### config.mk
export PLATFORM = sky130hd
export DESIGN_NAME = alu_control_mdu
export DESIGN_NICKNAME = d
export VERILOG_FILES = /design/src/rtl/alu_control_mdu.sv
export SDC_FILE = /design/constraint.sdc
export NUM_CORES = 1
export LEC_CHECK = 0
export CAP_MARGIN = 20
export CORE_AREA = 4 4 239 241
export CTS_BUF_LIST = sky130_fd_sc_hd__clkbuf_4 sky130_fd_sc_hd__clkbuf_8
export DETAILED_ROUTE_END_ITERATION = 7
export DIE_AREA = 0 0 243 245
export PLACE_DENSITY_LB_ADDON = 0.1
export SYNTH_ARGS = -nofsm -noshare
export SYNTH_HDL_FRONTEND = slang
export SYNTH_SLANG_ARGS = --single-unit
### constraint.sdc
create_clock -name clk -period 10.25 [get_ports clk]
set_input_delay 1.5375 -clock clk [delete_from_list [all_inputs] [get_ports clk]]
set_output_delay 1.5375 -clock clk [all_outputs]
set_load 0.02 [all_outputs]
### src/rtl/alu_control_mdu.sv
// ALU control decoder with a multi-cycle multiply/divide unit.
// Decodes ALUOp/funct into the 4-bit ALU select. Sequences mult/multu/div/divu
// over WIDTH bit-serial CALC cycles plus one FIX cycle, which applies the sign.
// Owns the HI/LO registers, read through mf_data, and produces the pipeline stall.
// CNT_W must satisfy 2**CNT_W > WIDTH so that the counter can reach WIDTH-1.
module alu_control_mdu #(
    parameter int WIDTH = 32,
    parameter int CNT_W = 6
) (
    input  logic             clk,
    input  logic             rst,
    input  logic [2:0]       ALUOp,
    input  logic [5:0]       funct,
    input  logic             issue,
    input  logic [WIDTH-1:0] rs_data,
    input  logic [WIDTH-1:0] rt_data,
    output logic [3:0]       ALU_control,
    output logic             stall,
    output logic             md_busy,
    output logic             md_done,
    output logic [WIDTH-1:0] mf_data
);

    localparam logic [1:0] ST_IDLE = 2'd0;
    localparam logic [1:0] ST_CALC = 2'd1;
    localparam logic [1:0] ST_FIX  = 2'd2;

    localparam logic [WIDTH-1:0] ONE_W  = {{(WIDTH-1){1'b0}}, 1'b1};
    localparam logic [CNT_W-1:0] CNT_LAST = CNT_W'(WIDTH - 1);
    localparam logic [CNT_W-1:0] CNT_ONE  = {{(CNT_W-1){1'b0}}, 1'b1};

    logic [1:0]         state_q, state_d;
    logic [CNT_W-1:0]   cnt_q, cnt_d;
    logic [WIDTH-1:0]   hi_q, hi_d;
    logic [WIDTH-1:0]   lo_q, lo_d;
    // acc_hi: partial product high half / partial remainder
    // acc_lo: multiplier being shifted out / dividend shifting into quotient
    logic [WIDTH-1:0]   acc_hi_q, acc_hi_d;
    logic [WIDTH-1:0]   acc_lo_q, acc_lo_d;
    logic [WIDTH-1:0]   mag_q, mag_d;        // |multiplicand| or |divisor|
    logic [WIDTH-1:0]   rs_raw_q, rs_raw_d;  // raw dividend for divide-by-zero
    logic               is_div_q, is_div_d;
    logic               neg_res_q, neg_res_d;
    logic               neg_rem_q, neg_rem_d;
    logic               done_q, done_d;

    logic               is_md_op_s;
    logic               is_mf_s;
    logic               start_s;
    logic               op_signed_s;
    logic               rs_neg_s;
    logic               rt_neg_s;
    logic [WIDTH-1:0]   rs_mag_s;
    logic [WIDTH-1:0]   rt_mag_s;
    logic [WIDTH:0]     mul_sum_s;
    logic [WIDTH:0]     div_shift_s;
    logic [WIDTH:0]     div_trial_s;
    logic [2*WIDTH-1:0] prod_s;
    logic [2*WIDTH-1:0] prod_neg_s;

    // Two's complement negation helper
    function automatic logic [WIDTH-1:0] neg_w(input logic [WIDTH-1:0] v);
        neg_w = (~v) + ONE_W;
    endfunction

    assign is_md_op_s  = (ALUOp == 3'b010) && (funct[5:2] == 4'b0110);
    assign is_mf_s     = (ALUOp == 3'b010) && ((funct == 6'b010000) || (funct == 6'b010010));
    assign start_s     = issue && is_md_op_s && (state_q == ST_IDLE);
    assign op_signed_s = (funct[0] == 1'b0);
    assign rs_neg_s    = op_signed_s && rs_data[WIDTH-1];
    assign rt_neg_s    = op_signed_s && rt_data[WIDTH-1];
    assign rs_mag_s    = rs_neg_s ? neg_w(rs_data) : rs_data;
    assign rt_mag_s    = rt_neg_s ? neg_w(rt_data) : rt_data;

    // Bit-serial datapath terms: shift-add multiply and restoring divide
    assign mul_sum_s   = {1'b0, acc_hi_q} + (acc_lo_q[0] ? {1'b0, mag_q} : {(WIDTH+1){1'b0}});
    assign div_shift_s = {acc_hi_q, acc_lo_q[WIDTH-1]};
    assign div_trial_s = div_shift_s - {1'b0, mag_q};
    assign prod_s      = {acc_hi_q, acc_lo_q};
    assign prod_neg_s  = (~prod_s) + {{(2*WIDTH-1){1'b0}}, 1'b1};

    assign stall   = issue && (is_md_op_s || is_mf_s) && (state_q != ST_IDLE);
    assign md_busy = (state_q != ST_IDLE);
    assign md_done = done_q;
    assign mf_data = (funct == 6'b010000) ? hi_q : lo_q;

    // ALU operation select, independent of the MDU state
    always_comb begin
        ALU_control = 4'b0110;
        if (ALUOp == 3'b100) begin
            ALU_control = 4'b0001;
        end else if (ALUOp == 3'b000) begin
            ALU_control = 4'b0010;
        end else if (ALUOp == 3'b001) begin
            ALU_control = 4'b0110;
        end else begin
            case (funct)
                6'b100000, 6'b100001: ALU_control = 4'b0010;
                6'b100100:            ALU_control = 4'b0000;
                6'b100111:            ALU_control = 4'b1100;
                6'b100101:            ALU_control = 4'b0001;
                6'b100110:            ALU_control = 4'b1101;
                6'b101010:            ALU_control = 4'b0111;
                6'b101011:            ALU_control = 4'b0011;
                default:              ALU_control = 4'b0110;
            endcase
        end
    end

    // MDU sequencer: operand capture, iteration and sign fix-up
    always_comb begin
        state_d   = state_q;
        cnt_d     = cnt_q;
        hi_d      = hi_q;
        lo_d      = lo_q;
        acc_hi_d  = acc_hi_q;
        acc_lo_d  = acc_lo_q;
        mag_d     = mag_q;
        rs_raw_d  = rs_raw_q;
        is_div_d  = is_div_q;
        neg_res_d = neg_res_q;
        neg_rem_d = neg_rem_q;
        done_d    = 1'b0;
        case (state_q)
            ST_IDLE: begin
                if (start_s) begin
                    state_d   = ST_CALC;
                    cnt_d     = {CNT_W{1'b0}};
                    acc_hi_d  = {WIDTH{1'b0}};
                    acc_lo_d  = rs_mag_s;
                    mag_d     = rt_mag_s;
                    rs_raw_d  = rs_data;
                    is_div_d  = funct[1];
                    neg_res_d = rs_neg_s ^ rt_neg_s;
                    neg_rem_d = rs_neg_s;
                end else begin
                    state_d = ST_IDLE;
                end
            end
            ST_CALC: begin
                if (is_div_q) begin
                    if (!div_trial_s[WIDTH]) begin
                        acc_hi_d = div_trial_s[WIDTH-1:0];
                    end else begin
                        acc_hi_d = div_shift_s[WIDTH-1:0];
                    end
                    acc_lo_d = {acc_lo_q[WIDTH-2:0], ~div_trial_s[WIDTH]};
                end else begin
                    acc_hi_d = mul_sum_s[WIDTH:1];
                    acc_lo_d = {mul_sum_s[0], acc_lo_q[WIDTH-1:1]};
                end
                if (cnt_q == CNT_LAST) begin
                    state_d = ST_FIX;
                end else begin
                    cnt_d = cnt_q + CNT_ONE;
                end
            end
            ST_FIX: begin
                if (is_div_q) begin
                    if (mag_q == {WIDTH{1'b0}}) begin
                        lo_d = {WIDTH{1'b1}};
                        hi_d = rs_raw_q;
                    end else begin
                        lo_d = neg_res_q ? neg_w(acc_lo_q) : acc_lo_q;
                        hi_d = neg_rem_q ? neg_w(acc_hi_q) : acc_hi_q;
                    end
                end else begin
                    if (neg_res_q) begin
                        {hi_d, lo_d} = prod_neg_s;
                    end else begin
                        {hi_d, lo_d} = prod_s;
                    end
                end
                done_d  = 1'b1;
                state_d = ST_IDLE;
            end
            default: begin
                state_d = ST_IDLE;
            end
        endcase
    end

    // State registers; reset discards any operation in flight
    always_ff @(posedge clk or posedge rst) begin
        if (rst) begin
            state_q   <= ST_IDLE;
            cnt_q     <= {CNT_W{1'b0}};
            hi_q      <= {WIDTH{1'b0}};
            lo_q      <= {WIDTH{1'b0}};
            acc_hi_q  <= {WIDTH{1'b0}};
            acc_lo_q  <= {WIDTH{1'b0}};
            mag_q     <= {WIDTH{1'b0}};
            rs_raw_q  <= {WIDTH{1'b0}};
            is_div_q  <= 1'b0;
            neg_res_q <= 1'b0;
            neg_rem_q <= 1'b0;
            done_q    <= 1'b0;
        end else begin
            state_q   <= state_d;
            cnt_q     <= cnt_d;
            hi_q      <= hi_d;
            lo_q      <= lo_d;
            acc_hi_q  <= acc_hi_d;
            acc_lo_q  <= acc_lo_d;
            mag_q     <= mag_d;
            rs_raw_q  <= rs_raw_d;
            is_div_q  <= is_div_d;
            neg_res_q <= neg_res_d;
            neg_rem_q <= neg_rem_d;
            done_q    <= done_d;
        end
    end

endmodule
Word level (Yosys, flattened, before mapping). Cells that the tools add are included. Widths: inputs -> output; s select.

Equality and inequality tests: 20. Reductions and logical operators: 19. Mux-type cells: 30. Add/sub/neg operators: 8. Bitwise logic cells: 8.

Operators by type and width (count): $mux 32 (17); $add 32x1->32 const B (4); $not 32->32 (4); $pmux 32 s2 (2); $add 64x1->64 const B (1); $not 64->64 (1); $eq 6x6->1 const B (8); $add 32x32->33 (1); $sub 33x32->33 (1); $logic_not 32->1 (1); $pmux 4 s7 (1); $eq 6x5->1 const B (3); $mux 4 (3); $mux 6 (2); $pmux 6 s2 (1); $logic_and 1x1->1 (8); $add 6x1->6 const B (1); $ne 2x2->1 const B (3); $eq 4x3->1 const B (1); $pmux 2 s2 (1); $reduce_and 2->1 (2); $reduce_bool 2->1 (2); $eq 3x1->1 const B (1); $eq 3x2->1 const B (1); 12 further kinds (15).

Output and inout bits: 39. Word-level logic and storage cells: 97. Bits in registers: 204.

Logic depth before layout (Yosys ltp). Gate-level depths: netlist of run 1.

Word-level depth: 6. Gate-level depth with buffers: 15. Depth with buffers taken out: 14.

Least setup slack after synthesis of run 1. Ideal clock, no wire load.

Kind: input-to-output. Start: input port funct[2]. End: output port mf_data[10]. Path slack: 5593 ps. Buffers on the path: 2. Cell stages on the path: 5. Required time: 8713 ps. Arrival: 3120 ps. Cell sequence: or3b_2 or4_1 clkbuf_1 buf_1 mux2_2.

Longest elaborated chain between the ends: 2.

RTL lines: start: declaration (RTL line 13) `input logic [5:0] funct,`; $eq 6x5->1 (RTL line 85) `assign mf_data = (funct == 6'b010000) ? hi_q : lo_q;`; $mux 32 (RTL line 85); end: declaration (RTL line 21) `output logic [WIDTH-1:0] mf_data`.

Every way passes these cells.

Final worst setup path of run 1.
Start: input port funct[4]. End: output port mf_data[23].

Same word-level chain as after synthesis.

==> results_dict.tcl, run 1 <==
set metrics [dict create \
    status "finished clean" \
    synth_ff_type "dfrtp_1" \
    fp.dieW_um 243 \
    cts_buffers 42 \
    grt_setup_unrepaired "false" \
    setup_viol 0 \
    cts_tree "yes" \
    ant_nets 0 \
    period_share_pct 55.43 \
    clkLatencyLatePin_ns 0.61 \
    core-area_um2 54880 \
    path_buf_inv 3 \
    drt-wirelength-per-cell_um 20.00 \
    antenna_found_initial 1 \
    yosys-top-cells-count "nand2_1, dfrtp_1, nor2_1" \
    cts_buffer_depth 3 \
    synthCells 2073 \
    firstDrtPassIters 5 \
    start_util_pct 29.74 \
    fin_nets 2269 \
    place_congestion 0.8615 \
    synth-seq-cells 204 \
    synth_edf_count 0 \
    regArea_um2 5110 \
    worstMarginPinSlew_ns 0.9400 \
    num-fill-cells 5784 \
    synth-async-reset-ratio_pct 100.0 \
    die_h_um 245 \
    startpoint_type "primary input" \
    multi_input_area_um2 10480 \
    fin_cells 2856 \
    cp.required_ns 8.71 \
    drcViolationCount 0 \
    syn_area_um2 16320 \
    area_growth_pct 16.76 \
    clk_pin_slew_ns 0.05 \
    cap_violations 0 \
    vias_per_cell 5.252 \
    holdBufCountCts 0 \
    synth_top_area_share_pct 31.28 \
    cts_htree_levels 2 \
    cts_root_buf "clkbuf_8" \
    max_stage_delay_ns 0.60 \
    drt-initial-drc-count 873 \
    r2r-start "acc_hi_q[12]" \
    grt_pass1_wl_mm 89.01 \
    cts_setup_buffers 0 \
    yosys.area.top_type "dfrtp_1" \
    synth_most_common_cell "nand2_1" \
    powerDensity_nw_per_um2 237.4 \
    dieArea_um2 59540 \
    end_kind "primary output" \
    crit_arrival_ns 4.14 \
    final_core_util_pct 34.72 \
    dp_hpwl_mm 42.50 \
    hp-class "register to register" \
    drv_slew 0 \
    reg2reg_to "acc_hi_q[22]" \
    grt_pass1_vias 14870 \
    path_delay_family "buffers and inverters" \
    boundaryPins 115 \
    cp_slowest_cell "clkdlybuf4s50_1" \
    grt_max_degree 82 \
    synth_fp_nets 2220 \
    path_max_fanout 32 \
    routed_wl_mm 57.11 \
    r2r_cells 12 \
    port_buffers 114 \
    grt_use_total_pct 18.76 \
    synth_seq_area_share_pct 31.28 \
    layout-drive-gt1-share_pct 7.621 \
    overflow 0 \
    antenna_cells 0 \
    yosysWarningCount 0 \
    min_from "rs_raw_q[24]" \
    min_period_ns 5.681 \
    ir_worst_vdd_uv 125.4 \
    rows 86 \
    synth.distinct_cells 71 \
    path_class "primary input to primary output" \
    clock.fmax_mhz 176.0 \
    final_hold_viol_count 0 \
    cp_cell_sequence "clkdlybuf4s50_1 -> or3b_2 -> or4_1 -> buf_4 -> mux2_2 -> clkdlybuf4s50_1" \
    avgSynthCellArea_um2 7.873 \
    cts_sinks 204 \
    relSlewSlack_pct 35.71 \
    whs_endpoint "rs_raw_q[24]" \
    dp.cells 2782 \
    vias 15000 \
    netlist_top_cells_area "dfrtp_1, nand2_1, o21ai_0" \
    cpMostUsedCell "clkdlybuf4s50_1" \
    fin_worst_skew_ns 0.02886 \
    cts.repair.resized 0 \
    finalSetupTns_ns 0 \
    power.leakage_nw 8.086 \
    min_path_cells 2 \
    whs_ns 0.4677 \
    rrSetupSlack_ns 5.78 \
]
==> cell type report <==
cell class | count | share of cell area (%)
multi-input cells | 1665 | 54.99
flip-flops and latches | 204 | 26.82
repair buffers | 141 | 7.052
well taps | 704 | 4.622
clock buffers | 63 | 4.288
inverters | 68 | 1.379
clock inverters | 11 | 0.8536
==> worst max-delay path by stage <==
| stage | end | cells after the start | from | slack, ns |
|---|---|---|---|---|
| 2_1_floorplan | acc_hi_q[0] | 1 | rst | 3.15 |
| 3_3_place_gp | mf_data[30] | 6 | funct[4] | 4.60 |
| 3_5_place_dp | mf_data[25] | 6 | funct[4] | 4.54 |
| 4_1_cts | mf_data[25] | 6 | funct[4] | 4.54 |
| 5_1_grt | mf_data[25] | 6 | funct[4] | 4.48 |
| 6_report | mf_data[23] | 6 | funct[4] | 4.57 |
==> per-stage QoR <==
stage / power (mW) / cell area (µm²) / setup WS [ns]
after floorplan: 2.869 / 16320 / 3.145
after global placement: 3.503 / 18080 / 4.602
after detailed placement: 3.518 / 18080 / 4.544
after CTS: 4.558 / 19060 / 4.541
after global routing: 4.884 / 19060 / 4.485
final: 4.523 / 19060 / 4.569
==> metal layers <==
layer / up-vias / wire length (µm) / part of all wire (%) / track usage [%]
met5: - / 13 / 0.023 / 0
li1: 7469 / - / - / -
met4: 2 / 1219 / 2.1 / 4.957
met2: 302 / 26500 / 46 / 31.03
met3: 78 / 1952 / 3.4 / 2.316
met1: 7150 / 27430 / 48 / 26.04
==> registers in the layout, indices dropped and copies added, names as in the netlist <==
signal	cells
acc_hi_q	32
acc_lo_q	32
hi_q	32
lo_q	32
mag_q	32
rs_raw_q	32
cnt_q	6
state_q	2
is_div_q	1
md_done	1
neg_rem_q	1
neg_res_q	1
==> report_power, final <==
| part | total [mW] | internal, mW | switching (mW) |
|---|---|---|---|
| Combinational | 2.20 | 0.936 | 1.26 |
| Sequential | 1.31 | 0.950 | 0.361 |
| Clock | 1.01 | 0.611 | 0.403 |
==> cells by family after synthesis <==
logic type	Yosys count	share of synthesized area, %
simple gates	715	20.12
compound gates	596	22.18
buf+inv	204	4.722
flops	204	31.28
xor+xnor	189	10.14
mux	94	6.026
fa+ha+maj	71	5.535
==> layout by cell type, fill, tap and decap left out, drive strengths merged, types with 24 or more instances in the layout <==
master         synthesis  final
nor3                  27     27
o21ai                197    197
buf                   13     27
inv                   68     70
dfrtp                204    204
or3                   25     25
mux2                  34     34
xor2                  81     81
nor2                 204    204
mux2i                 60     60
clkbuf               123     63
a211oi                42     42
nand2                292    292
a21o                  28     28
a21oi                168    168
nand3                 25     25
clkdlybuf4s50          0    114
ha                    69     69
a31oi                 32     32
xnor2                108    108
nor4                  24     24
==> worst reg2reg max path, stage by stage (launching register included) <==
cell      delay [ns]
dfrtp_1         0.61
ha_1            0.38
a21oi_1         0.16
o21ai_0         0.19
or4_1           0.50
a21oi_1         0.44
o221ai_1        0.29
a31oi_1         0.44
xnor2_2         0.15
buf_4           0.51
mux2i_1         0.37
a21oi_1         0.10
a22o_1          0.22
Note: power is estimated with default switching activity, not from simulation.
==> inputs of run 2 (changes only) <==
==> constraint.sdc (replaced) <==
create_clock -name clk -period 5.71 [get_ports clk]
set_input_delay 0.8565 -clock clk [delete_from_list [all_inputs] [get_ports clk]]
set_output_delay 0.8565 -clock clk [all_outputs]
set_load 0.02 [all_outputs]
==> results_dict.tcl, run 2 (synthesized netlist as in run 1, its figures left out) <==
set metrics [dict create \
    startpoint_type "primary input" \
    cts_setup_buffers 0 \
    period_share_pct 75.95 \
    grt_pass1_vias 15010 \
    antenna_found_initial 1 \
    core-area_um2 54880 \
    firstDrtPassIters 5 \
    holdBufCountCts 0 \
    dieArea_um2 59540 \
    layout-drive-gt1-share_pct 8.048 \
    clk_pin_slew_ns 0.06 \
    powerDensity_nw_per_um2 431.6 \
    start_util_pct 29.74 \
    multi_input_area_um2 10480 \
    final_cell_mix "nand2_1, nor2_1, dfrtp_1, o21ai_0, a21oi_1" \
    port_buffers 114 \
    hp-class "register to register" \
    min_period_ns 4.337 \
    fp.dieW_um 243 \
    rrSetupSlack_ns 1.38 \
    ir_worst_vdd_uv 222.1 \
    ant_nets 0 \
    fin_nets 2275 \
    boundaryPins 115 \
    overflow 0 \
    cts_buffers 43 \
    fin_ws_ns 1.373 \
    clock.fmax_mhz 230.6 \
    place_congestion 0.8695 \
    status "finished clean" \
    crit_arrival_ns 3.48 \
    final_hold_viol_count 0 \
    r2r-start "acc_hi_q[0]" \
    grt_use_total_pct 19.24 \
    power.leakage_nw 8.129 \
    dp_hpwl_mm 44.43 \
    end_kind "primary output" \
    die_h_um 245 \
    path_max_fanout 32 \
    drcViolationCount 0 \
    regArea_um2 5110 \
    cts.repair.resized 0 \
    vias 15160 \
    routed_wl_mm 58.66 \
    fin_worst_skew_ns 0.04802 \
    total_power_mw 8.270 \
    relSlewSlack_pct 37.12 \
    setup_viol 0 \
    grt_setup_unrepaired "false" \
    cts_htree_levels 2 \
    finalSetupTns_ns 0 \
    cp.required_ns 4.85 \
    path_class "primary input to primary output" \
    cts_tree "yes" \
    grt_pass1_wl_mm 90.32 \
    drt-initial-drc-count 1110 \
    cts_sinks 204 \
    cts_root_buf "clkbuf_8" \
    final_common_cell "nand2_1" \
    vias_per_cell 5.290 \
    grt_max_degree 91 \
    num-fill-cells 5817 \
    cp-startpoint "funct[4]" \
    cts_buffer_depth 3 \
    area_growth_pct 17.41 \
    clkLatencyLatePin_ns 0.64 \
    antenna_cells 0 \
    min_from "hi_q[13]" \
    rows 86 \
    dpl_worst_slack_ns 1.340 \
    worstMarginPinSlew_ns 0.9432 \
    cap_violations 0 \
    drv_slew 0 \
    drt-wirelength-per-cell_um 20.47 \
]
-- run 2: changes by cell type in the layout (fill, tap and decap cells not counted), sizes merged --
cell      change
clkbuf        +4
bufinv        -1
clkinvlp      +4
buf           +5
inv           -1
clkinv        -1
-- run 2: final timing paths --
path,cells after the start,to
hold reg to reg,2,hi_q[13]
setup / recovery,6,mf_data[21]
setup reg to reg,12,hi_q[26]
min in group asynchronous,2,acc_hi_q[3]
hold / removal,2,hi_q[13]
max in group asynchronous,3,acc_lo_q[1]
-- run 2: critical path, stage by stage --
cell and delay, ns:
clkdlybuf4s50_1 0.50, or3b_2 0.46, or4_1 0.42, buf_4 0.27
mux2_2 0.31, clkdlybuf4s50_1 0.60
-- run 2: layout make-up --
class                      count  share of cell area [%]
multi-input combinational   1665                   54.69
sequential                   204                   26.67
timing repair buffer         146                   7.470
tap                          704                   4.597
clock buffer                  67                   4.421
inverter                      68                   1.352
clock inverter                12                  0.8097
-- run 2: metrics by stage --
stage | instance area, µm² | cells | hold slack, ns | util (%)
2_1_floorplan | 16320 | 2073 | 0.4404 | -
3_3_place_gp | 18160 | 2787 | 0.4647 | 33.09
3_5_place_dp | 18160 | 2787 | 0.4655 | 33.09
4_1_cts | 19160 | 2866 | 0.4835 | 34.92
5_1_grt | 19160 | 2866 | 0.4997 | 34.92
6_report | 19160 | 2866 | 0.4747 | 34.92
-- run 2: routing by layer --
layer	wire, µm	up-vias	GRT usage [%]
met4	1444	2	5.687
met5	13	-	0
met3	2258	84	2.294
met2	27360	337	32.17
met1	27580	7254	26.23
li1	-	7485	-
-- run 2: power by group --
| group | switching [mW] | internal (mW) |
|---|---|---|
| Clock | 0.744 | 1.09 |
| Sequential | 0.647 | 1.71 |
| Combinational | 2.34 | 1.74 |
| Total | 3.73 | 4.54 |
